File: src/rtl/seven_segment_scanner.sv
// Multiplexed hex 7-segment driver: per-frame input snapshot, leading-zero suppression,
// PWM brightness and a dead-time gap at the start of every digit slot; outputs are registered.
module seven_segment_scanner #(
  parameter int NUM_DIGITS     = 4,
  parameter int CLK_DIV        = 40000,
  parameter int DEAD_CYCLES    = 16,
  parameter bit SEL_ACTIVE_LOW = 1'b0,
  parameter bit SEG_ACTIVE_LOW = 1'b0
) (
  input  logic                          clk,
  input  logic                          rst_n,
  input  logic [4*NUM_DIGITS-1:0]       digits,
  input  logic [NUM_DIGITS-1:0]         dp_mask,
  input  logic [NUM_DIGITS-1:0]         blank_mask,
  input  logic                          lz_en,
  input  logic [3:0]                    brightness,
  output logic [NUM_DIGITS-1:0]         segment_selection,
  output logic [7:0]                    segment_data,
  output logic [$clog2(NUM_DIGITS)-1:0] current_digit,
  output logic                          frame_start
);

  localparam int IDX_W = $clog2(NUM_DIGITS);
  localparam int PRE_W = (CLK_DIV > 2) ? $clog2(CLK_DIV) : 1;

  localparam logic [NUM_DIGITS-1:0] SEL_OFF = {NUM_DIGITS{SEL_ACTIVE_LOW}};
  localparam logic [7:0]            SEG_OFF = {8{SEG_ACTIVE_LOW}};

  logic [PRE_W-1:0]        prescaler;
  logic [IDX_W-1:0]        scan_digit;
  logic [3:0]              pwm_cnt;
  logic                    load_pending;

  logic [4*NUM_DIGITS-1:0] sh_digits;
  logic [NUM_DIGITS-1:0]   sh_dp;
  logic [NUM_DIGITS-1:0]   sh_blank;
  logic                    sh_lz_en;
  logic [3:0]              sh_bright;

  logic                    slot_wrap;
  logic                    load_shadow;
  logic [NUM_DIGITS-1:0]   suppress;
  logic                    zero_chain;
  logic [3:0]              cur_val;
  logic                    cur_dp;
  logic                    cur_blank;
  logic                    cur_sup;
  logic                    dark;
  logic [NUM_DIGITS-1:0]   sel_nxt;
  logic [7:0]              seg_nxt;

  function automatic logic [6:0] hex_decode(input logic [3:0] v);
    logic [6:0] s;
    case (v)
      4'h0: s = 7'h3F;  4'h1: s = 7'h06;  4'h2: s = 7'h5B;  4'h3: s = 7'h4F;
      4'h4: s = 7'h66;  4'h5: s = 7'h6D;  4'h6: s = 7'h7D;  4'h7: s = 7'h07;
      4'h8: s = 7'h7F;  4'h9: s = 7'h6F;  4'hA: s = 7'h77;  4'hB: s = 7'h7C;
      4'hC: s = 7'h39;  4'hD: s = 7'h5E;  4'hE: s = 7'h79;  default: s = 7'h71;
    endcase
    return s;
  endfunction

  assign slot_wrap   = (prescaler == PRE_W'(CLK_DIV - 1));
  assign load_shadow = load_pending || (slot_wrap && (scan_digit == IDX_W'(NUM_DIGITS - 1)));

  always_comb begin
    suppress   = '0;
    zero_chain = 1'b1;
    cur_val    = 4'h0;
    cur_dp     = 1'b0;
    cur_blank  = 1'b0;
    cur_sup    = 1'b0;
    sel_nxt    = '0;
    seg_nxt    = 8'h00;

    // A zero digit stays dark while everything above it is zero too; its own dp keeps it lit.
    for (int i = NUM_DIGITS - 1; i >= 0; i--) begin
      zero_chain = zero_chain && (sh_digits[4*i +: 4] == 4'h0);
      if (i != 0) suppress[i] = sh_lz_en && zero_chain && !sh_dp[i];
    end

    for (int i = 0; i < NUM_DIGITS; i++) begin
      if (scan_digit == IDX_W'(i)) begin
        cur_val   = sh_digits[4*i +: 4];
        cur_dp    = sh_dp[i];
        cur_blank = sh_blank[i];
        cur_sup   = suppress[i];
      end
    end

    dark = cur_blank || cur_sup || (prescaler < PRE_W'(DEAD_CYCLES)) || !(pwm_cnt < sh_bright);

    for (int i = 0; i < NUM_DIGITS; i++) begin
      sel_nxt[i] = !dark && (scan_digit == IDX_W'(i));
    end
    if (!dark) seg_nxt = {cur_dp, hex_decode(cur_val)};
  end

  always_ff @(posedge clk or negedge rst_n) begin
    if (!rst_n) begin
      prescaler         <= '0;
      scan_digit        <= '0;
      pwm_cnt           <= 4'd0;
      load_pending      <= 1'b1;
      sh_digits         <= '0;
      sh_dp             <= '0;
      sh_blank          <= '0;
      sh_lz_en          <= 1'b0;
      sh_bright         <= 4'd0;
      frame_start       <= 1'b0;
      segment_selection <= SEL_OFF;
      segment_data      <= SEG_OFF;
      current_digit     <= '0;
    end else begin
      prescaler <= slot_wrap ? '0 : prescaler + 1'b1;
      if (slot_wrap) begin
        scan_digit <= (scan_digit == IDX_W'(NUM_DIGITS - 1)) ? '0 : scan_digit + 1'b1;
      end
      pwm_cnt <= (pwm_cnt == 4'd14) ? 4'd0 : pwm_cnt + 4'd1;

      load_pending <= 1'b0;
      frame_start  <= load_shadow;
      if (load_shadow) begin
        sh_digits <= digits;
        sh_dp     <= dp_mask;
        sh_blank  <= blank_mask;
        sh_lz_en  <= lz_en;
        sh_bright <= brightness;
      end

      segment_selection <= sel_nxt ^ SEL_OFF;
      segment_data      <= seg_nxt ^ SEG_OFF;
      current_digit     <= scan_digit;
    end
  end

endmodule

File: config.mk
export PLATFORM = sky130hd
export DESIGN_NAME = seven_segment_scanner
export DESIGN_NICKNAME = d
export VERILOG_FILES = /design/src/rtl/seven_segment_scanner.sv
export SDC_FILE = /design/constraint.sdc
export NUM_CORES = 1
export LEC_CHECK = 0
export CORE_MARGIN = 2
export CORE_UTILIZATION = 43
export CTS_CLUSTER_SIZE = 10
export DETAILED_ROUTE_END_ITERATION = 8
export DONT_BUFFER_PORTS = 1
export HOLD_SLACK_MARGIN = 0.06
export PLACE_DENSITY_LB_ADDON = 0.1
export SETUP_SLACK_MARGIN = 0.3
export SYNTH_ARGS = -nofsm -noshare
export SYNTH_HDL_FRONTEND = slang
export SYNTH_SLANG_ARGS = --single-unit
File: constraint.sdc
create_clock -name clk -period 2.6 [get_ports clk]
set_clock_uncertainty 0.15 [all_clocks]
set_input_delay 0.52 -clock clk [delete_from_list [all_inputs] [get_ports clk]]
set_output_delay 0.52 -clock clk [all_outputs]
set_load 0.01 [all_outputs]
==> impl_metrics.csv <==
group,metric,value,unit
sta,slew_violations,0,
setup_path,crit_path_top_delay_cell,"dfrtp_1",
setup_path,critPathMaxStageDelay,0.41,ns
die,die_h,91.0,µm
min_path,hold_class,"in -> reg",
logic_synthesis,yosysTopAreaCell,"dfrtp_1",
grt,grtUsageTotal,16.6,%
routing,routedWlPerCell,16.5,µm
clock_network,worstSkewPairLatency,0.35,ns
placement,routabilityCongestion,0.808,
logic_synthesis,synth.top_cell.area_share,50.7,%
clock_network,cts_sinks,67,
setup_path,path_class,"reg -> reg",
logic_synthesis,yosysWarnings,0,
logic_synthesis,synth_edf_count,0,
setup_path,required,2.71,ns
setup_path,worstPathCellList,"inv_2, ha_4, buf_6, clkbuf_2, nor4b_1, a21oi_2, o32ai_2, or3_4, nor4_2",
clock_network,htreeDepth,3,
layout,syn2layout_area_growth,17.3,%
logic_synthesis,syn_avg_cell_area,11.8,µm²
placement,dpl_cell_area,3410,µm²
layout,multi_input_area,1660,µm²
die,io-pin-count,46,
setup_path,rr_startpoint,"scan_digit[1]",
routing,post-route-drc-count,0,
layout,fin_nets,338,
sta,setup_ws,0.335,ns
placement,dp_slack,0.0802,ns
routing,first_pass_iters,4,
sta,hold_viol,0,
setup_path,r2r_slack,0.33,ns
placement,dp_hpwl,4420,µm
sta,period_minus_slack,2.27,ns
layout,regArea,1680,µm²
clock_network,cts_tree,"yes",
flow_run,drv_cap,0,
setup_path,cp-startpoint,"scan_digit[1]",
layout,final_cell_mix,"dfrtp_1, mux2_4, nand2_1",
clock_network,cts-root-buf,"clkbuf_8",
die,core_area,7290,µm²
layout,final_util,52.3,%
sta,tightest_slew,0.581,ns
clock_network,clkSlewWorstSetupHoldPaths,0.07,ns
layout,antenna_cells,0,
logic_synthesis,syn_inst,275,
sta,fin_crit_sh,87.1,%
grt,grt_pass1_wl,10700,µm
power_and_ir_drop,leakagePower,1.71,nW
power_and_ir_drop,ir_drop,0.325,mV
power_and_ir_drop,power_density,580,nW/µm²
setup_path,cp-end-kind,"register",
logic_synthesis,async_flop_share,100,%
routing,dr.first_iter.drc_count,149,
power_and_ir_drop,p_total,2.21,mW
setup_path,worstPathArrival,2.37,ns
layout,drive_gt1_share,30.4,%
sta,maxSlewHeadroom,60.9,%
setup_path,crit_fanout,6,
logic_synthesis,synth_fp_nets,319,
setup_path,rr_endpoint,"segment_data[0]",
setup_path,crit_end,"segment_data[0]",
grt,antenna_found_initial,0,
grt,grt_start_max_net_pins,68,
die,initial_core_util,44.6,%
routing,wl,6570,µm
clock_network,clk_path_buf_depth,2,
logic_synthesis,synthDistinctLibCells,44,
die,num_rows,31,
routing,via_per_inst,5.27,
layout,n_fill_cell,661,
sta,fin_tns_setup,0,ns
sta,timing.fmax,441,MHz
logic_synthesis,syn_area,3250,µm²
placement,placed_cells,375,
outcome,status,"completed",
sta,whs,0.168,ns
layout,instances_no_fill,398,
grt,grt-ovfl-total,0,
setup_path,startpoint_type,"register",
logic_synthesis,ys_ff_latch,67,
sta,setup_viol_count_final,0,
logic_synthesis,yosys-top-cells-area,"dfrtp_1, mux2_4, ha_1, nand2_1, nor2_1",
layout,final_common_cell,"dfrtp_1",
logic_synthesis,ys.flop_type,"dfrtp_1",
die,die_w,91.0,µm
placement,io_buffers,0,
layout,final_area,3820,µm²
routing,vias,2099,
clock_network,cts_made_buffers,9,
die,die_area,8280,µm²
routing,ant_nets,0,
grt,grt_pass1_vias,2066,
logic_synthesis,seq_area_frac_synth,51.6,%
setup_path,r2r_cells,9,
sta,rsz0062_at_grt,"true",
## sequential cells by signal, summed over array words and instances, names as in the netlist
signal / count
prescaler: 16
sh_digits: 16
segment_data: 8
pwm_cnt: 4
segment_selection: 4
sh_blank: 4
sh_bright: 4
sh_dp: 4
current_digit: 2
scan_digit: 2
frame_start: 1
load_pending: 1
sh_lz_en: 1
## area by class of cell
| class | count | share of cell area [%] |
|---|---|---|
| Clock buffer | 14 | 4.26 |
| Clock inverter | 2 | 0.262 |
| Inverter | 10 | 0.984 |
| Multi-Input combinational cell | 190 | 43.4 |
| Sequential cell | 67 | 44.0 |
| Tap cell | 99 | 3.25 |
| Timing Repair Buffer | 16 | 3.87 |
## kinds of logic (layout without fill, tap and decap cells)
kind of cell,after synthesis,after routing,share of synthesized area [%]
and+or+nand+nor,94,94,14.9
other,1,1,0.115
DFF,67,67,51.6
xor gates and xnor gates,14,14,3.77
adders and majority gates,13,13,5.00
buffers and inverters,18,42,2.77
muxes,30,30,13.7
AOI/OAI and AO/OA,38,38,8.19
## per-layer routing
| metal | GRT usage, % | wire length [µm] | up-vias |
|---|---|---|---|
| met1 | 21.6 | 3040 | 1030 |
| li1 | - | - | 1009 |
| met2 | 25.4 | 3080 | 51 |
| met3 | 7.30 | 374 | 9 |
| met4 | 4.55 | 78 | 0 |
| met5 | 0 | 0 | - |
## synth_stat cells, types with 2 or more instances
cell	n
dfrtp_1	66
mux2_4	29
nand2_1	25
nor2_1	21
ha_1	13
nand3_1	11
inv_1	10
o21ai_0	9
xnor2_1	8
a21oi_1	6
nor2b_1	6
xor2_1	6
clkbuf_1	5
nor3_1	5
nor4_1	5
a211oi_1	4
a221oi_1	4
and2_1	4
nand4_1	4
and3_1	3
buf_6	3
o211ai_1	3
a31oi_1	2
nand2b_1	2
nand3b_1	2
## critical path: cells and delay by family, from the launching register on
family                     cells  cell delay, ns
AOI/OAI and AO/OA              2            0.30
adders and majority gates      1            0.17
buffers and inverters          3            0.34
and+or+nand+nor                3            0.81
DFF                            1            0.41
## report_power, final
part / switching (mW) / leakage [nW] / internal (mW)
Clock: 0.373 / 0.0905 / 0.396
Combinational: 0.127 / 0.785 / 0.143
Sequential: 0.0617 / 0.831 / 1.11
## worst min-delay path by stage
| stage | start | end | slack [ns] | cells past startpoint |
|---|---|---|---|---|
| finish | digits[11] | sh_digits[11] | 0.17 | 1 |
| global route | digits[9] | sh_digits[9] | 0.14 | 1 |
| CTS | digits[13] | sh_digits[13] | 0.15 | 1 |
| detailed placement | rst_n | frame_start | 0.08 | 0 |
| global placement | rst_n | frame_start | 0.08 | 0 |
| floorplan | rst_n | current_digit[0] | 0.07 | 0 |
## repair_timing
action	4_1_cts	5_1_grt
resized for setup	12	24
buffers inserted	2	3
pin swaps	1	9
hold buffers	2	0
endpoints found under the hold margin	67	0
endpoints found under the setup margin	8	36
Note: power is estimated with default switching activity, not from simulation.
